**src/rtl/mips_pkg.sv**
```systemverilog
// Shared encodings, control word layout and decode helpers for the pipelined control unit.
// Pure declarations and functions; no clocked logic.
// No flow control of its own.
package mips_pkg;

    localparam logic [5:0] OP_RTYPE = 6'h00;
    localparam logic [5:0] OP_J     = 6'h02;
    localparam logic [5:0] OP_JAL   = 6'h03;
    localparam logic [5:0] OP_BEQ   = 6'h04;
    localparam logic [5:0] OP_BNE   = 6'h05;
    localparam logic [5:0] OP_ADDI  = 6'h08;
    localparam logic [5:0] OP_ADDIU = 6'h09;
    localparam logic [5:0] OP_ANDI  = 6'h0c;
    localparam logic [5:0] OP_ORI   = 6'h0d;
    localparam logic [5:0] OP_XORI  = 6'h0e;
    localparam logic [5:0] OP_LUI   = 6'h0f;
    localparam logic [5:0] OP_LW    = 6'h23;
    localparam logic [5:0] OP_SW    = 6'h2b;

    localparam logic [5:0] FUNCT_SLL   = 6'h00;
    localparam logic [5:0] FUNCT_SRL   = 6'h02;
    localparam logic [5:0] FUNCT_JR    = 6'h08;
    localparam logic [5:0] FUNCT_MFHI  = 6'h10;
    localparam logic [5:0] FUNCT_MTHI  = 6'h11;
    localparam logic [5:0] FUNCT_MFLO  = 6'h12;
    localparam logic [5:0] FUNCT_MTLO  = 6'h13;
    localparam logic [5:0] FUNCT_MULT  = 6'h18;
    localparam logic [5:0] FUNCT_MULTU = 6'h19;
    localparam logic [5:0] FUNCT_DIV   = 6'h1a;
    localparam logic [5:0] FUNCT_DIVU  = 6'h1b;
    localparam logic [5:0] FUNCT_ADD   = 6'h20;
    localparam logic [5:0] FUNCT_ADDU  = 6'h21;
    localparam logic [5:0] FUNCT_SUB   = 6'h22;
    localparam logic [5:0] FUNCT_SUBU  = 6'h23;
    localparam logic [5:0] FUNCT_AND   = 6'h24;
    localparam logic [5:0] FUNCT_OR    = 6'h25;
    localparam logic [5:0] FUNCT_XOR   = 6'h26;

    localparam logic [3:0] ALUOP_ADD = 4'b0000;
    localparam logic [3:0] ALUOP_SUB = 4'b0001;
    localparam logic [3:0] ALUOP_OR  = 4'b0010;
    localparam logic [3:0] ALUOP_LUI = 4'b0011;
    localparam logic [3:0] ALUOP_SLL = 4'b0100;
    localparam logic [3:0] ALUOP_SRL = 4'b0101;
    localparam logic [3:0] ALUOP_AND = 4'b0110;
    localparam logic [3:0] ALUOP_XOR = 4'b0111;

    localparam logic [2:0] MDOP_MULT  = 3'b000;
    localparam logic [2:0] MDOP_MULTU = 3'b001;
    localparam logic [2:0] MDOP_DIV   = 3'b010;
    localparam logic [2:0] MDOP_DIVU  = 3'b011;
    localparam logic [2:0] MDOP_MTHI  = 3'b100;
    localparam logic [2:0] MDOP_MTLO  = 3'b101;

    localparam logic [1:0] RWD_ALU  = 2'b00;
    localparam logic [1:0] RWD_DM   = 2'b01;
    localparam logic [1:0] RWD_PC8  = 2'b10;
    localparam logic [1:0] RWD_HILO = 2'b11;

    localparam logic [1:0] PCOP_PC4 = 2'b00;
    localparam logic [1:0] PCOP_NPC = 2'b01;
    localparam logic [1:0] PCOP_JR  = 2'b10;

    // TUSE_NONE exceeds every Tnew, so an unread field can never stall.
    localparam logic [1:0] TUSE_0    = 2'd0;
    localparam logic [1:0] TUSE_1    = 2'd1;
    localparam logic [1:0] TUSE_2    = 2'd2;
    localparam logic [1:0] TUSE_NONE = 2'd3;

    localparam logic [1:0] TNEW_0 = 2'd0;
    localparam logic [1:0] TNEW_1 = 2'd1;
    localparam logic [1:0] TNEW_2 = 2'd2;

    // Control word carried down E/M/W; all-zero is a nop.
    typedef struct packed {
        logic [4:0] a3;
        logic       alu_src;
        logic [3:0] aluop;
        logic [2:0] mdop;
        logic       md_start;
        logic       md_div;
        logic       mem_write;
        logic       reg_write;
        logic [1:0] rwd;
        logic       hilo_sel;
        logic [1:0] tnew;
    } ctrl_t;

    localparam ctrl_t CTRL_NOP = '0;

    // Full decode of the instruction in D: D-only fields plus the word sent to E.
    typedef struct packed {
        ctrl_t      ctrl;
        logic [1:0] pcop;
        logic       extop;
        logic [1:0] tuse_rs;
        logic [1:0] tuse_rt;
        logic       md_class;
    } dec_t;

    function automatic dec_t decode(input logic [5:0] op, input logic [5:0] funct,
                                    input logic [4:0] rt, input logic [4:0] rd,
                                    input logic equal);
        dec_t       d;
        logic       r_alu;
        logic       i_alu;
        logic [3:0] alu_op;
        d         = '0;
        d.tuse_rs = TUSE_NONE;
        d.tuse_rt = TUSE_NONE;
        r_alu     = 1'b0;
        i_alu     = 1'b0;
        alu_op    = ALUOP_ADD;
        case (op)
            OP_RTYPE: begin
                case (funct)
                    FUNCT_ADD, FUNCT_ADDU: begin r_alu = 1'b1; alu_op = ALUOP_ADD; end
                    FUNCT_SUB, FUNCT_SUBU: begin r_alu = 1'b1; alu_op = ALUOP_SUB; end
                    FUNCT_AND:             begin r_alu = 1'b1; alu_op = ALUOP_AND; end
                    FUNCT_OR:              begin r_alu = 1'b1; alu_op = ALUOP_OR;  end
                    FUNCT_XOR:             begin r_alu = 1'b1; alu_op = ALUOP_XOR; end
                    FUNCT_SLL:             begin r_alu = 1'b1; alu_op = ALUOP_SLL; end
                    FUNCT_SRL:             begin r_alu = 1'b1; alu_op = ALUOP_SRL; end
                    FUNCT_JR: begin
                        d.pcop    = PCOP_JR;
                        d.tuse_rs = TUSE_0;
                    end
                    FUNCT_MFHI, FUNCT_MFLO: begin
                        d.ctrl.a3       = rd;
                        d.ctrl.rwd      = RWD_HILO;
                        d.ctrl.hilo_sel = (funct == FUNCT_MFLO);
                        d.ctrl.tnew     = TNEW_1;
                        d.md_class      = 1'b1;
                    end
                    FUNCT_MTHI, FUNCT_MTLO: begin
                        d.ctrl.mdop = (funct == FUNCT_MTHI) ? MDOP_MTHI : MDOP_MTLO;
                        d.tuse_rs   = TUSE_1;
                        d.md_class  = 1'b1;
                    end
                    FUNCT_MULT, FUNCT_MULTU, FUNCT_DIV, FUNCT_DIVU: begin
                        d.ctrl.mdop     = {1'b0, funct[1:0]};
                        d.ctrl.md_start = 1'b1;
                        d.ctrl.md_div   = funct[1];
                        d.tuse_rs       = TUSE_1;
                        d.tuse_rt       = TUSE_1;
                        d.md_class      = 1'b1;
                    end
                    default: ;
                endcase
            end
            OP_ADDI, OP_ADDIU: begin i_alu = 1'b1; alu_op = ALUOP_ADD; d.extop = 1'b1; end
            OP_ANDI:           begin i_alu = 1'b1; alu_op = ALUOP_AND; end
            OP_ORI:            begin i_alu = 1'b1; alu_op = ALUOP_OR;  end
            OP_XORI:           begin i_alu = 1'b1; alu_op = ALUOP_XOR; end
            OP_LUI:            begin i_alu = 1'b1; alu_op = ALUOP_LUI; end
            OP_LW: begin
                d.ctrl.a3      = rt;
                d.ctrl.alu_src = 1'b1;
                d.ctrl.rwd     = RWD_DM;
                d.ctrl.tnew    = TNEW_2;
                d.extop        = 1'b1;
                d.tuse_rs      = TUSE_1;
            end
            OP_SW: begin
                d.ctrl.alu_src   = 1'b1;
                d.ctrl.mem_write = 1'b1;
                d.extop          = 1'b1;
                d.tuse_rs        = TUSE_1;
                d.tuse_rt        = TUSE_2;
            end
            OP_BEQ, OP_BNE: begin
                d.pcop    = ((op == OP_BEQ) == equal) ? PCOP_NPC : PCOP_PC4;
                d.extop   = 1'b1;
                d.tuse_rs = TUSE_0;
                d.tuse_rt = TUSE_0;
            end
            OP_J:  d.pcop = PCOP_NPC;
            OP_JAL: begin
                d.pcop      = PCOP_NPC;
                d.ctrl.a3   = 5'd31;
                d.ctrl.rwd  = RWD_PC8;
                d.ctrl.tnew = TNEW_0;
            end
            default: ;
        endcase
        if (r_alu) begin
            d.ctrl.a3    = rd;
            d.ctrl.aluop = alu_op;
            d.ctrl.tnew  = TNEW_1;
            d.tuse_rs    = TUSE_1;
            d.tuse_rt    = TUSE_1;
        end
        if (i_alu) begin
            d.ctrl.a3      = rt;
            d.ctrl.alu_src = 1'b1;
            d.ctrl.aluop   = alu_op;
            d.ctrl.tnew    = TNEW_1;
            d.tuse_rs      = TUSE_1;
        end
        d.ctrl.reg_write = (d.ctrl.a3 != 5'd0);
        return d;
    endfunction

    // A source read too early for a producer still in flight.
    function automatic logic raw_hit(input logic [4:0] src, input logic [1:0] tuse,
                                     input logic [4:0] a3, input logic [1:0] tnew);
        return (src != 5'd0) && (src == a3) && (tuse < tnew);
    endfunction

endpackage

```
**src/rtl/pipe_ctrl_if.sv**
```systemverilog
// Bundle between the datapath and the pipelined control unit.
// Wires only; no latency.
// No handshake: stall is the only hold signal and is carried here.
interface pipe_ctrl_if;
    logic [31:0] instr_D;
    logic        equal_D;
    logic [1:0]  PCOP_D;
    logic        ExtOP_D;
    logic        stall;
    logic [4:0]  A3_E;
    logic [4:0]  A3_M;
    logic [4:0]  A3_W;
    logic        ALUSrc_E;
    logic [3:0]  ALUOP_E;
    logic [2:0]  MDOP_E;
    logic        md_start_E;
    logic        MemWrite_M;
    logic        RegWrite_W;
    logic [1:0]  RegWData_W;
    logic        HiLoSel_W;
    logic        md_busy;

    modport master (
        output instr_D, equal_D,
        input  PCOP_D, ExtOP_D, stall, A3_E, A3_M, A3_W, ALUSrc_E, ALUOP_E, MDOP_E,
               md_start_E, MemWrite_M, RegWrite_W, RegWData_W, HiLoSel_W, md_busy
    );

    modport slave (
        input  instr_D, equal_D,
        output PCOP_D, ExtOP_D, stall, A3_E, A3_M, A3_W, ALUSrc_E, ALUOP_E, MDOP_E,
               md_start_E, MemWrite_M, RegWrite_W, RegWData_W, HiLoSel_W, md_busy
    );
endinterface

```
**src/rtl/md_busy_counter.sv**
```systemverilog
// Tracks occupancy of the multi-cycle mult/div unit with a down-counter.
// busy rises the cycle after start and stays high MULT_CYCLES or DIV_CYCLES cycles.
// Ignores pipeline stall; reset abandons any operation in progress.
module md_busy_counter #(
    parameter int MULT_CYCLES = 5,
    parameter int DIV_CYCLES  = 10,
    parameter int CNT_W       = 4
) (
    input  logic clk,
    input  logic reset,
    input  logic start,
    input  logic is_div,
    output logic busy
);
    logic [CNT_W-1:0] cnt;

    // Load on start, otherwise count down and park at zero.
    always_ff @(posedge clk) begin
        if (reset) begin
            cnt <= '0;
        end else if (start) begin
            cnt <= is_div ? CNT_W'(DIV_CYCLES) : CNT_W'(MULT_CYCLES);
        end else if (cnt != '0) begin
            cnt <= cnt - 1'b1;
        end
    end

    assign busy = (cnt != '0);
endmodule

```
**src/rtl/pipe_ctrl.sv**
```systemverilog
// Decodes instr_D and pipes the control word through E/M/W; detects RAW and mult/div hazards.
// D outputs combinational; E/M/W outputs registered one, two and three edges after D.
// stall holds PC and F/D and injects a nop into E; M and W always advance.
module pipe_ctrl #(
    parameter int MULT_CYCLES = 5,
    parameter int DIV_CYCLES  = 10,
    parameter int CNT_W       = 4
) (
    input logic        clk,
    input logic        reset,
    pipe_ctrl_if.slave bus
);
    import mips_pkg::*;

    dec_t       dec_d;
    ctrl_t      ctrl_e;
    ctrl_t      ctrl_m;
    ctrl_t      ctrl_w;
    logic [4:0] rs_d;
    logic [4:0] rt_d;
    logic [1:0] tnew_m;
    logic       stall_raw;
    logic       stall_md;
    logic       md_busy;
    logic       unused_bits;

    assign rs_d = bus.instr_D[25:21];
    assign rt_d = bus.instr_D[20:16];

    // Combinational decode of the instruction sitting in D.
    always_comb begin
        dec_d = decode(bus.instr_D[31:26], bus.instr_D[5:0], rt_d, bus.instr_D[15:11],
                       bus.equal_D);
    end

    // Hazard detection: Tuse/Tnew against E and M, plus mult/div occupancy.
    always_comb begin
        tnew_m    = (ctrl_m.tnew == TNEW_0) ? TNEW_0 : ctrl_m.tnew - 2'd1;
        stall_raw = raw_hit(rs_d, dec_d.tuse_rs, ctrl_e.a3, ctrl_e.tnew)
                  | raw_hit(rt_d, dec_d.tuse_rt, ctrl_e.a3, ctrl_e.tnew)
                  | raw_hit(rs_d, dec_d.tuse_rs, ctrl_m.a3, tnew_m)
                  | raw_hit(rt_d, dec_d.tuse_rt, ctrl_m.a3, tnew_m);
        stall_md  = dec_d.md_class && (ctrl_e.md_start || md_busy);
    end

    // Control pipeline: a stalled D leaves a bubble in E.
    always_ff @(posedge clk) begin
        if (reset) begin
            ctrl_e <= CTRL_NOP;
            ctrl_m <= CTRL_NOP;
            ctrl_w <= CTRL_NOP;
        end else begin
            ctrl_e <= (stall_raw || stall_md) ? CTRL_NOP : dec_d.ctrl;
            ctrl_m <= ctrl_e;
            ctrl_w <= ctrl_m;
        end
    end

    md_busy_counter #(
        .MULT_CYCLES (MULT_CYCLES),
        .DIV_CYCLES  (DIV_CYCLES),
        .CNT_W       (CNT_W)
    ) u_md_busy (
        .clk    (clk),
        .reset  (reset),
        .start  (ctrl_e.md_start),
        .is_div (ctrl_e.md_div),
        .busy   (md_busy)
    );

    assign bus.PCOP_D     = dec_d.pcop;
    assign bus.ExtOP_D    = dec_d.extop;
    assign bus.stall      = stall_raw | stall_md;
    assign bus.A3_E       = ctrl_e.a3;
    assign bus.A3_M       = ctrl_m.a3;
    assign bus.A3_W       = ctrl_w.a3;
    assign bus.ALUSrc_E   = ctrl_e.alu_src;
    assign bus.ALUOP_E    = ctrl_e.aluop;
    assign bus.MDOP_E     = ctrl_e.mdop;
    assign bus.md_start_E = ctrl_e.md_start;
    assign bus.MemWrite_M = ctrl_m.mem_write;
    assign bus.RegWrite_W = ctrl_w.reg_write;
    assign bus.RegWData_W = ctrl_w.rwd;
    assign bus.HiLoSel_W  = ctrl_w.hilo_sel;
    assign bus.md_busy    = md_busy;

    // Shamt and the E/M-only fields of the W word are not needed by this block.
    assign unused_bits = ^{bus.instr_D[10:6], ctrl_w.alu_src, ctrl_w.aluop, ctrl_w.mdop,
                           ctrl_w.md_start, ctrl_w.md_div, ctrl_w.mem_write, ctrl_w.tnew};
endmodule

```
**src/flat_wrapper.sv**
```systemverilog
// flat-port wrapper written by rule: the top's interface ports become plain ports
module pipe_ctrl_flat import mips_pkg::*;
#(
    parameter int MULT_CYCLES = 5,
    parameter int DIV_CYCLES  = 10,
    parameter int CNT_W       = 4
)
  (clk, reset, bus_instr_D, bus_equal_D, bus_PCOP_D, bus_ExtOP_D, bus_stall, bus_A3_E, bus_A3_M, bus_A3_W, bus_ALUSrc_E, bus_ALUOP_E, bus_MDOP_E, bus_md_start_E, bus_MemWrite_M, bus_RegWrite_W, bus_RegWData_W, bus_HiLoSel_W, bus_md_busy);
  pipe_ctrl_if bus_i ();
  input logic clk;
  input logic reset;
  input wire logic [$bits(bus_i.instr_D)-1:0] bus_instr_D;
  input wire logic [$bits(bus_i.equal_D)-1:0] bus_equal_D;
  output wire logic [$bits(bus_i.PCOP_D)-1:0] bus_PCOP_D;
  output wire logic [$bits(bus_i.ExtOP_D)-1:0] bus_ExtOP_D;
  output wire logic [$bits(bus_i.stall)-1:0] bus_stall;
  output wire logic [$bits(bus_i.A3_E)-1:0] bus_A3_E;
  output wire logic [$bits(bus_i.A3_M)-1:0] bus_A3_M;
  output wire logic [$bits(bus_i.A3_W)-1:0] bus_A3_W;
  output wire logic [$bits(bus_i.ALUSrc_E)-1:0] bus_ALUSrc_E;
  output wire logic [$bits(bus_i.ALUOP_E)-1:0] bus_ALUOP_E;
  output wire logic [$bits(bus_i.MDOP_E)-1:0] bus_MDOP_E;
  output wire logic [$bits(bus_i.md_start_E)-1:0] bus_md_start_E;
  output wire logic [$bits(bus_i.MemWrite_M)-1:0] bus_MemWrite_M;
  output wire logic [$bits(bus_i.RegWrite_W)-1:0] bus_RegWrite_W;
  output wire logic [$bits(bus_i.RegWData_W)-1:0] bus_RegWData_W;
  output wire logic [$bits(bus_i.HiLoSel_W)-1:0] bus_HiLoSel_W;
  output wire logic [$bits(bus_i.md_busy)-1:0] bus_md_busy;
  assign bus_i.instr_D = bus_instr_D;
  assign bus_i.equal_D = bus_equal_D;
  assign bus_PCOP_D = bus_i.PCOP_D;
  assign bus_ExtOP_D = bus_i.ExtOP_D;
  assign bus_stall = bus_i.stall;
  assign bus_A3_E = bus_i.A3_E;
  assign bus_A3_M = bus_i.A3_M;
  assign bus_A3_W = bus_i.A3_W;
  assign bus_ALUSrc_E = bus_i.ALUSrc_E;
  assign bus_ALUOP_E = bus_i.ALUOP_E;
  assign bus_MDOP_E = bus_i.MDOP_E;
  assign bus_md_start_E = bus_i.md_start_E;
  assign bus_MemWrite_M = bus_i.MemWrite_M;
  assign bus_RegWrite_W = bus_i.RegWrite_W;
  assign bus_RegWData_W = bus_i.RegWData_W;
  assign bus_HiLoSel_W = bus_i.HiLoSel_W;
  assign bus_md_busy = bus_i.md_busy;
  pipe_ctrl #(.MULT_CYCLES(MULT_CYCLES), .DIV_CYCLES(DIV_CYCLES), .CNT_W(CNT_W)) u_core (.clk(clk), .reset(reset), .bus(bus_i));
endmodule
```
**config.mk**
```make
export PLATFORM = sky130hd
export DESIGN_NAME = pipe_ctrl_flat
export DESIGN_NICKNAME = d
export VERILOG_FILES = /design/src/rtl/mips_pkg.sv /design/src/rtl/pipe_ctrl_if.sv /design/src/rtl/md_busy_counter.sv /design/src/rtl/pipe_ctrl.sv /design/src/flat_wrapper.sv
export SDC_FILE = /design/constraint.sdc
export NUM_CORES = 1
export LEC_CHECK = 0
export ABC_AREA = 1
export CORE_MARGIN = 5
export CORE_UTILIZATION = 49
export CTS_CLUSTER_SIZE = 24
export DETAILED_ROUTE_END_ITERATION = 10
export GPL_TIMING_DRIVEN = 0
export PLACE_DENSITY_LB_ADDON = 0.1
export SLEW_MARGIN = 20
export SYNTH_ARGS = -nofsm -noshare
export SYNTH_HDL_FRONTEND = slang
export SYNTH_SLANG_ARGS = --single-unit
```
**constraint.sdc**
```tcl
create_clock -name clk -period 3.77 [get_ports clk]
set_clock_uncertainty 0.1 [all_clocks]
set_input_delay 0.754 -clock clk [delete_from_list [all_inputs] [get_ports clk]]
set_output_delay 0.754 -clock clk [all_outputs]
set_load 0.005 [all_outputs]
```
==> run metrics, run 1 <==
die area=6921 sq um; crit end category=primary output; num rows=26; Seq cells post-synth=46; Crit-path slowest cell=clkdlybuf4s15_1; simple-gate share of the synthesized area=36.32%; Initial Utilization=51.07%; Post-Syn Area=2625 sq um; total power=1.152 mW; hold buffer count at CTS=0; Port-buffer cells=61; Post-Syn Area per Cell=6.783 sq um; Clock transition at path regs=0.09 ns; Area Overhead vs Synth=36.99%; sequential cell area fraction in the yosys report=35.08%; Chip Width=83.19 microns; synthesized-area fraction occupied by adder cells=2.860%; Clock Path Buffers=2; Pins Over Slew Limit=0; main combinational cell family by area after synthesis=simple AND/OR/NAND/NOR gates; Worst EP arrival=2.72 ns; Slew headroom=49.17%; combinational cell fraction of total power=22.9%; CTS tree=built; cells along the critical path=clkdlybuf4s15_1 > nor2_4 > nand3_4 > nor3_4 > inv_2 > nor2_4 > o21ai_0 > nand2_1 > inv_1 > ha_1 > o21bai_1 > nor2_1 > nand2_1 > nor2_1 > nand2_1 > inv_1 > nor2_2 > nand3_4 > buf_6; sw power=324.8 uW; TritonCTS Sinks=46; min Tclk post-route=3.571 ns; wire per inst=11.76 microns; number of DRC markers in iteration 0=103; Synth Area in Compound Gates=7.197%; first-pass GRT wire length=10,740 microns; Leak=1.634 nW; First-pass DRT Iterations=4; proportion of power drawn by flip-flops and latches=45.3%; worst stage delay on the critical path=0.23 ns; Distinct cells, synth=34; leading cell type in the layout, fill and taps excluded=nor2_1; HP Class=reg -> reg; Post-Synth XOR/XNOR Area=2.336%; multiplexer share of the synthesized area=0%; Worst VDD drop=0.1998 mV; layout cells sized above 1=20.00%; Die Y=83.19 microns; Final setup viols=0; Internal=826.9 uW; Sw Share=28.20%; top fanout value on the critical path=3; clk_lat worst skew=0.30 ns; final WL=6351 microns; Least-Margin Pin Slew=0.7566 ns; Root Driver=clkbuf_8; Inserted Diodes=0; Final Cycle Share=94.73%; initial antenna violation count=0; YS warnings=0; most frequent cells in the layout=nor2_1, nand2_1, inv_1; gr usage total=18.42%; core area=5140 sq um; Max Clk Rate=280.0 MHz; status=complete, no violations; detailed placement HPWL=4844 microns; Area after DPL=3323 sq um; number of global-route vias before repair=2,395; max cap viols=0; final hold vios=0; Crit Path Class=in -> out; Nets=510; Mapped Nets=428; Cell Pwr Density=320.3 nW/um^2; CP dominant cell by count=nand2_1; num ports=69; Vias=2,518; fin area=3596 sq um; fillers=465; Clock Power Share=31.8%; htree depth=2; GRT overflow=0; ANT nets after route=0; largest net degree at the start of global routing=15; Via-to-Cell Ratio=4.663; Placer Congestion=0.9127; DRC Markers=0; CTS Buf Count=5; element type at the critical path start=input pin; cells after synthesis=387; CP required=2.92 ns
## registers in the layout, summed over array words and instances, names as in the netlist
name                   cells
u_core.bus.ALUOP_E         3
u_core.bus.MDOP_E          3
u_core.ctrl_m              6
u_core.bus.md_start_E      1
u_core.bus.HiLoSel_W       1
u_core.bus.A3_E            5
u_core.ctrl_e              8
u_core.bus.RegWrite_W      1
u_core.bus.A3_M            5
u_core.bus.RegWData_W      2
u_core.bus.A3_W            5
u_core.bus.MemWrite_M      1
u_core.bus.ALUSrc_E        1
u_core.u_md_busy.cnt       4
## power by group through the flow
stage	Clock (mW)	Sequential [mW]	Combinational (mW)
floorplan	0	0.530	0.160
global placement	0	0.533	0.249
detailed placement	0	0.533	0.254
CTS	0.377	0.522	0.260
global route	0.400	0.525	0.294
finish	0.367	0.522	0.263
## timing repair
| action | in CTS | in global routing |
|---|---|---|
| buffers inserted | 6 | 8 |
| endpoints found under the setup margin | 1 | 1 |
| gates resized for setup | 31 | 22 |
| gates cloned | 0 | 0 |
| pin swaps | 9 | 9 |
## kinds of logic after synthesis
family,count (synthesis)
other cells,1
buf+inv,88
xor+xnor,7
simple gates,206
compound gates,33
fa+ha+maj,6
flops,46
## worst max-delay path, delay by kind of cell
family | cells | cell delay [ns]
adder cells (fa/ha/maj) | 1 | 0.18
buffers and inverters | 5 | 0.52
AO/OA/AOI/OAI | 2 | 0.21
AND/OR/NAND/NOR | 11 | 1.05
## Yosys cell counts
| library cell | n | area share [%] |
|---|---|---|
| o21ai_0 | 8 | 1.5 |
| nand2_1 | 67 | 9.6 |
| o32ai_1 | 1 | 0.33 |
| a211oi_1 | 3 | 0.86 |
| buf_4 | 19 | 5.4 |
| nor2_2 | 11 | 2.6 |
| inv_4 | 1 | 0.24 |
| nand2_2 | 7 | 1.7 |
| buf_12 | 1 | 0.76 |
| o21ai_1 | 1 | 0.19 |
| or2_2 | 1 | 0.24 |
| dfxtp_1 | 46 | 35 |
| buf_2 | 1 | 0.19 |
| inv_1 | 63 | 9.0 |
| nor3_1 | 8 | 1.5 |
| nand3_2 | 3 | 1.1 |
| nand4_1 | 7 | 1.7 |
| xor2_1 | 2 | 0.67 |
| nand3_1 | 19 | 3.6 |
| o22ai_1 | 3 | 0.72 |
| nor2_4 | 4 | 1.7 |
| o21bai_1 | 1 | 0.29 |
| nor2_8 | 1 | 0.76 |
| a21oi_1 | 14 | 2.7 |
| conb_1 | 1 | 0.14 |
| nor2_1 | 76 | 11 |
| xnor2_1 | 5 | 1.7 |
| o21a_1 | 1 | 0.29 |
| inv_2 | 1 | 0.14 |
| ha_1 | 6 | 2.9 |
| a2111oi_0 | 1 | 0.33 |
| nand3_4 | 1 | 0.67 |
| clkbuf_1 | 2 | 0.29 |
| nor4_1 | 1 | 0.24 |
## stage by stage
stage                     hold slack, ns  utilization [%]  setup slack [ns]  TNS [ns]  instances
after detailed placement          0.2921            64.65           -0.9151    -1.872        518
after global placement            0.2900            64.65           -0.9058    -1.796        518
after global routing              0.3222            69.96          -0.01880  -0.01880        540
after floorplan                   0.2883                -            0.4676         0        387
final                             0.3043            69.96            0.1987         0        540
after CTS                         0.3049            68.55           0.01501         0        532
## cell type report
class | instances | area, sq um | share of cell area (%)
clock inverters | 2 | 37.54 | 1.044
well taps | 70 | 87.58 | 2.436
inverters | 65 | 246.5 | 6.855
plain buffers | 23 | 175.2 | 4.871
flip-flops and latches | 46 | 920.9 | 25.61
clock buffers | 6 | 72.57 | 2.018
repair buffers | 75 | 691.9 | 19.24
multi-input cells | 253 | 1364 | 37.93
## path summary, 6_finish.rpt
| kind | startpoint | to | slack [ns] | cells past startpoint |
|---|---|---|---|---|
| max | bus_instr_D[31] | bus_stall | 0.20 | 19 |
| min | u_core.ctrl_e[3]$_SDFF_PP0_ | u_core.ctrl_m[3]$_SDFF_PP0_ | 0.30 | 2 |
| max reg2reg | u_core.u_md_busy.cnt[0]$_SDFFE_PP0N_ | u_core.bus.ALUOP_E[1]$_SDFF_PP0_ | 1.75 | 14 |
| min reg2reg | u_core.ctrl_e[3]$_SDFF_PP0_ | u_core.ctrl_m[3]$_SDFF_PP0_ | 0.30 | 2 |
## per-layer routing
metal	vias to the layer above	global-route usage (%)	share of wire [%]
met1	1106	23.04	44
met2	57	31.49	49
met4	0	6.538	2.2
met5	-	0	0
met3	12	3.465	4.4
li1	1343	-	-
Note: power is estimated with default switching activity, not from simulation.
==> inputs of run 2 (changes only) <==
--- a/config.mk
+++ b/config.mk
@@ -6,7 +6,6 @@
 export NUM_CORES = 1
 export LEC_CHECK = 0
 export ABC_AREA = 1
-export CORE_MARGIN = 5
 export CORE_UTILIZATION = 49
 export CTS_CLUSTER_SIZE = 24
 export DETAILED_ROUTE_END_ITERATION = 10
==> run metrics, run 2 (synthesis results as in run 1) <==
Final setup viols=0 (unchanged); Crit-path slowest cell=dlygate4sd2_1; Cell Pwr Density=325.6 nW/um^2 (+1.7%); fillers=485 (+4.3%); Pins Over Slew Limit=0 (unchanged); num ports=69 (unchanged); CP dominant cell by count=nand2_1; worst stage delay on the critical path=0.29 ns (+0.06 ns); ANT nets after route=0 (unchanged); number of DRC markers in iteration 0=104 (+0.97%); gr usage total=23.11% (+4.7 points); initial antenna violation count=0 (unchanged); DRC Markers=0 (unchanged); clk_lat worst skew=0.31 ns (about the same); Worst VDD drop=0.1869 mV (-6.5%); CTS Buf Count=5 (unchanged); Final Instance Count excl. Fillers=535 (-0.93%); final hold vios=0 (unchanged); Least-Margin Pin Slew=0.6516 ns (-0.1050 ns); hold buffer count at CTS=0 (unchanged); Vias=2,593 (+3.0%); placed cell count=518 (unchanged); Largest regs=u_core.ctrl_e (8), u_core.ctrl_m (6); Port-buffer cells=61 (unchanged); Slew headroom=56.23% (+7.1 points); Inserted Diodes=0 (unchanged); top fanout value on the critical path=4 (+1); Area Overhead vs Synth=36.89% (about the same); Crit Path Class=in -> out; Util after Layout=69.91% (about the same); first-pass GRT wire length=9853 microns (-8.2%); CP required=2.92 ns (about the same); core area=5140 sq um (unchanged); area of the multi-input gates=1374 sq um (+0.73%); FF/Latch Area=920.9 sq um (unchanged); Reg2Reg Depth=14 (unchanged); First-pass DRT Iterations=4 (unchanged); cells along the critical path=dlygate4sd2_1 > nor2_4 > nand3_4 > nor3_4 > inv_2 > nor2_4 > o21ai_0 > nand2_1 > inv_1 > ha_1 > o21bai_1 > nor2_1 > nand2_1 > nor2_1 > nand2_1 > inv_1 > nor2_2 > nand3_4 > buf_2; leading cell type in the layout, fill and taps excluded=nor2_1; status=complete, no violations; Max Clk Rate=273.1 MHz (-2.5%); Leak=1.626 nW (-0.53%); detailed placement HPWL=4599 microns (-5.1%); element type at the critical path start=input pin; Critical R2R Capture=u_core.ctrl_e[0]$_SDFF_PP0_; Area after DPL=3323 sq um (unchanged); total power=1.170 mW (+1.6%); Chip Width=75.19 microns (-9.6%); htree depth=2 (unchanged); min Tclk post-route=3.661 ns (+0.08999 ns); fin area=3593 sq um (about the same); GRT overflow=0 (unchanged); Root Driver=clkbuf_8; Die Y=75.19 microns (-9.6%); num rows=26 (unchanged); Placer Congestion=0.9397 (+3.0%); max cap viols=0 (unchanged); final worst slack=0.1087 ns (-0.08999 ns); layout cells sized above 1=18.49% (-1.5 points); number of global-route vias before repair=2,335 (-2.5%); Worst Setup SP=bus_instr_D[29]; CTS tree=built; largest net degree at the start of global routing=17 (+2); HP Class=reg -> reg; post-place setup slack=-0.9135 ns (+0.001606 ns); RR Startpoint=u_core.u_md_busy.cnt[0]$_SDFFE_PP0N_; Nets=505 (-0.98%); critical path endpoint=bus_stall; Largest Register=u_core.ctrl_e; TritonCTS Sinks=46 (unchanged); Clock transition at path regs=0.09 ns (about the same); Final Cycle Share=97.12% (+2.4 points); max reg flops=8 (unchanged); most frequent cells in the layout=nor2_1, nand2_1, inv_1; Clock Path Buffers=2 (unchanged); Via-to-Cell Ratio=4.847 (+3.9%); Worst EP arrival=2.81 ns (+0.09 ns); wire per inst=11.67 microns (-0.80%); Initial Utilization=51.07% (unchanged); crit end category=primary output; worst reg2reg setup slack=1.73 ns (-0.02 ns); die area=5654 sq um (-18%); final WL=6242 microns (-1.7%)
## run 2: changes by cell type in the layout (fill, tap and decap cells not counted), sizes merged
cell	previous run	this run
clkdlybuf4s15	1	2
buf	36	31
dlygate4sd2	2	7
inv	65	67
clkinvlp	1	0
clkbuf	14	7
## run 2: through the flow
step / TNS (ns) / hold WS, ns
finish: 0 / 0.3080
global route: -0.04101 / 0.3250
CTS: 0 / 0.3054
detailed placement: -1.914 / 0.2938
global placement: -1.877 / 0.2908
floorplan: 0 / 0.2883
## run 2: worst max-delay path: cells and delay by family
family / cells / cell delay, ns
buf+inv: 5 / 0.59
simple gates: 11 / 1.04
fa+ha+maj: 1 / 0.18
compound gates: 2 / 0.23
## run 2: how the worst min path moves through the flow
stage	start	to	slack, ns	cells after the start
after floorplan	u_core.ctrl_m[2]$_SDFF_PP0_	u_core.bus.HiLoSel_W$_SDFF_PP0_	0.29	2
after global placement	u_core.ctrl_m[3]$_SDFF_PP0_	u_core.bus.RegWData_W[0]$_SDFF_PP0_	0.29	2
after detailed placement	u_core.ctrl_e[3]$_SDFF_PP0_	u_core.ctrl_m[3]$_SDFF_PP0_	0.29	2
after CTS	u_core.ctrl_e[3]$_SDFF_PP0_	u_core.ctrl_m[3]$_SDFF_PP0_	0.31	2
after global routing	u_core.ctrl_e[6]$_SDFF_PP0_	u_core.bus.MemWrite_M$_SDFF_PP0_	0.33	2
final	u_core.ctrl_e[3]$_SDFF_PP0_	u_core.ctrl_m[3]$_SDFF_PP0_	0.31	2
## run 2: power breakdown
group | internal [mW] | switching (mW)
Clock | 0.202 | 0.182
Sequential | 0.507 | 0.0147
Combinational | 0.122 | 0.141
## run 2: cell type report
type                    count  share of cell area, %
plain buffers              23                  4.875
clock buffers               5                  1.915
inverters                  65                  6.859
well taps                  70                  2.437
repair buffers             70                  18.73
flip-flops and latches     46                  25.63
multi-input cells         253                  38.23
clock inverters             3                  1.323
## run 2: routing by layer
metal  track usage [%]  vias up  routed length, microns
met5                 0        -                       0
met4             9.671        0                     123
met3             4.418       15                     259
met2             41.14       74                    3160
met1             27.20     1173                    2698
li1                  -     1331                       -
## run 2: what timing repair did
| action | in CTS | in global routing |
|---|---|---|
| buffers inserted | 8 | 1 |
| pin swaps | 10 | 5 |
| setup endpoints to repair | 1 | 1 |
| gates resized for setup | 31 | 12 |
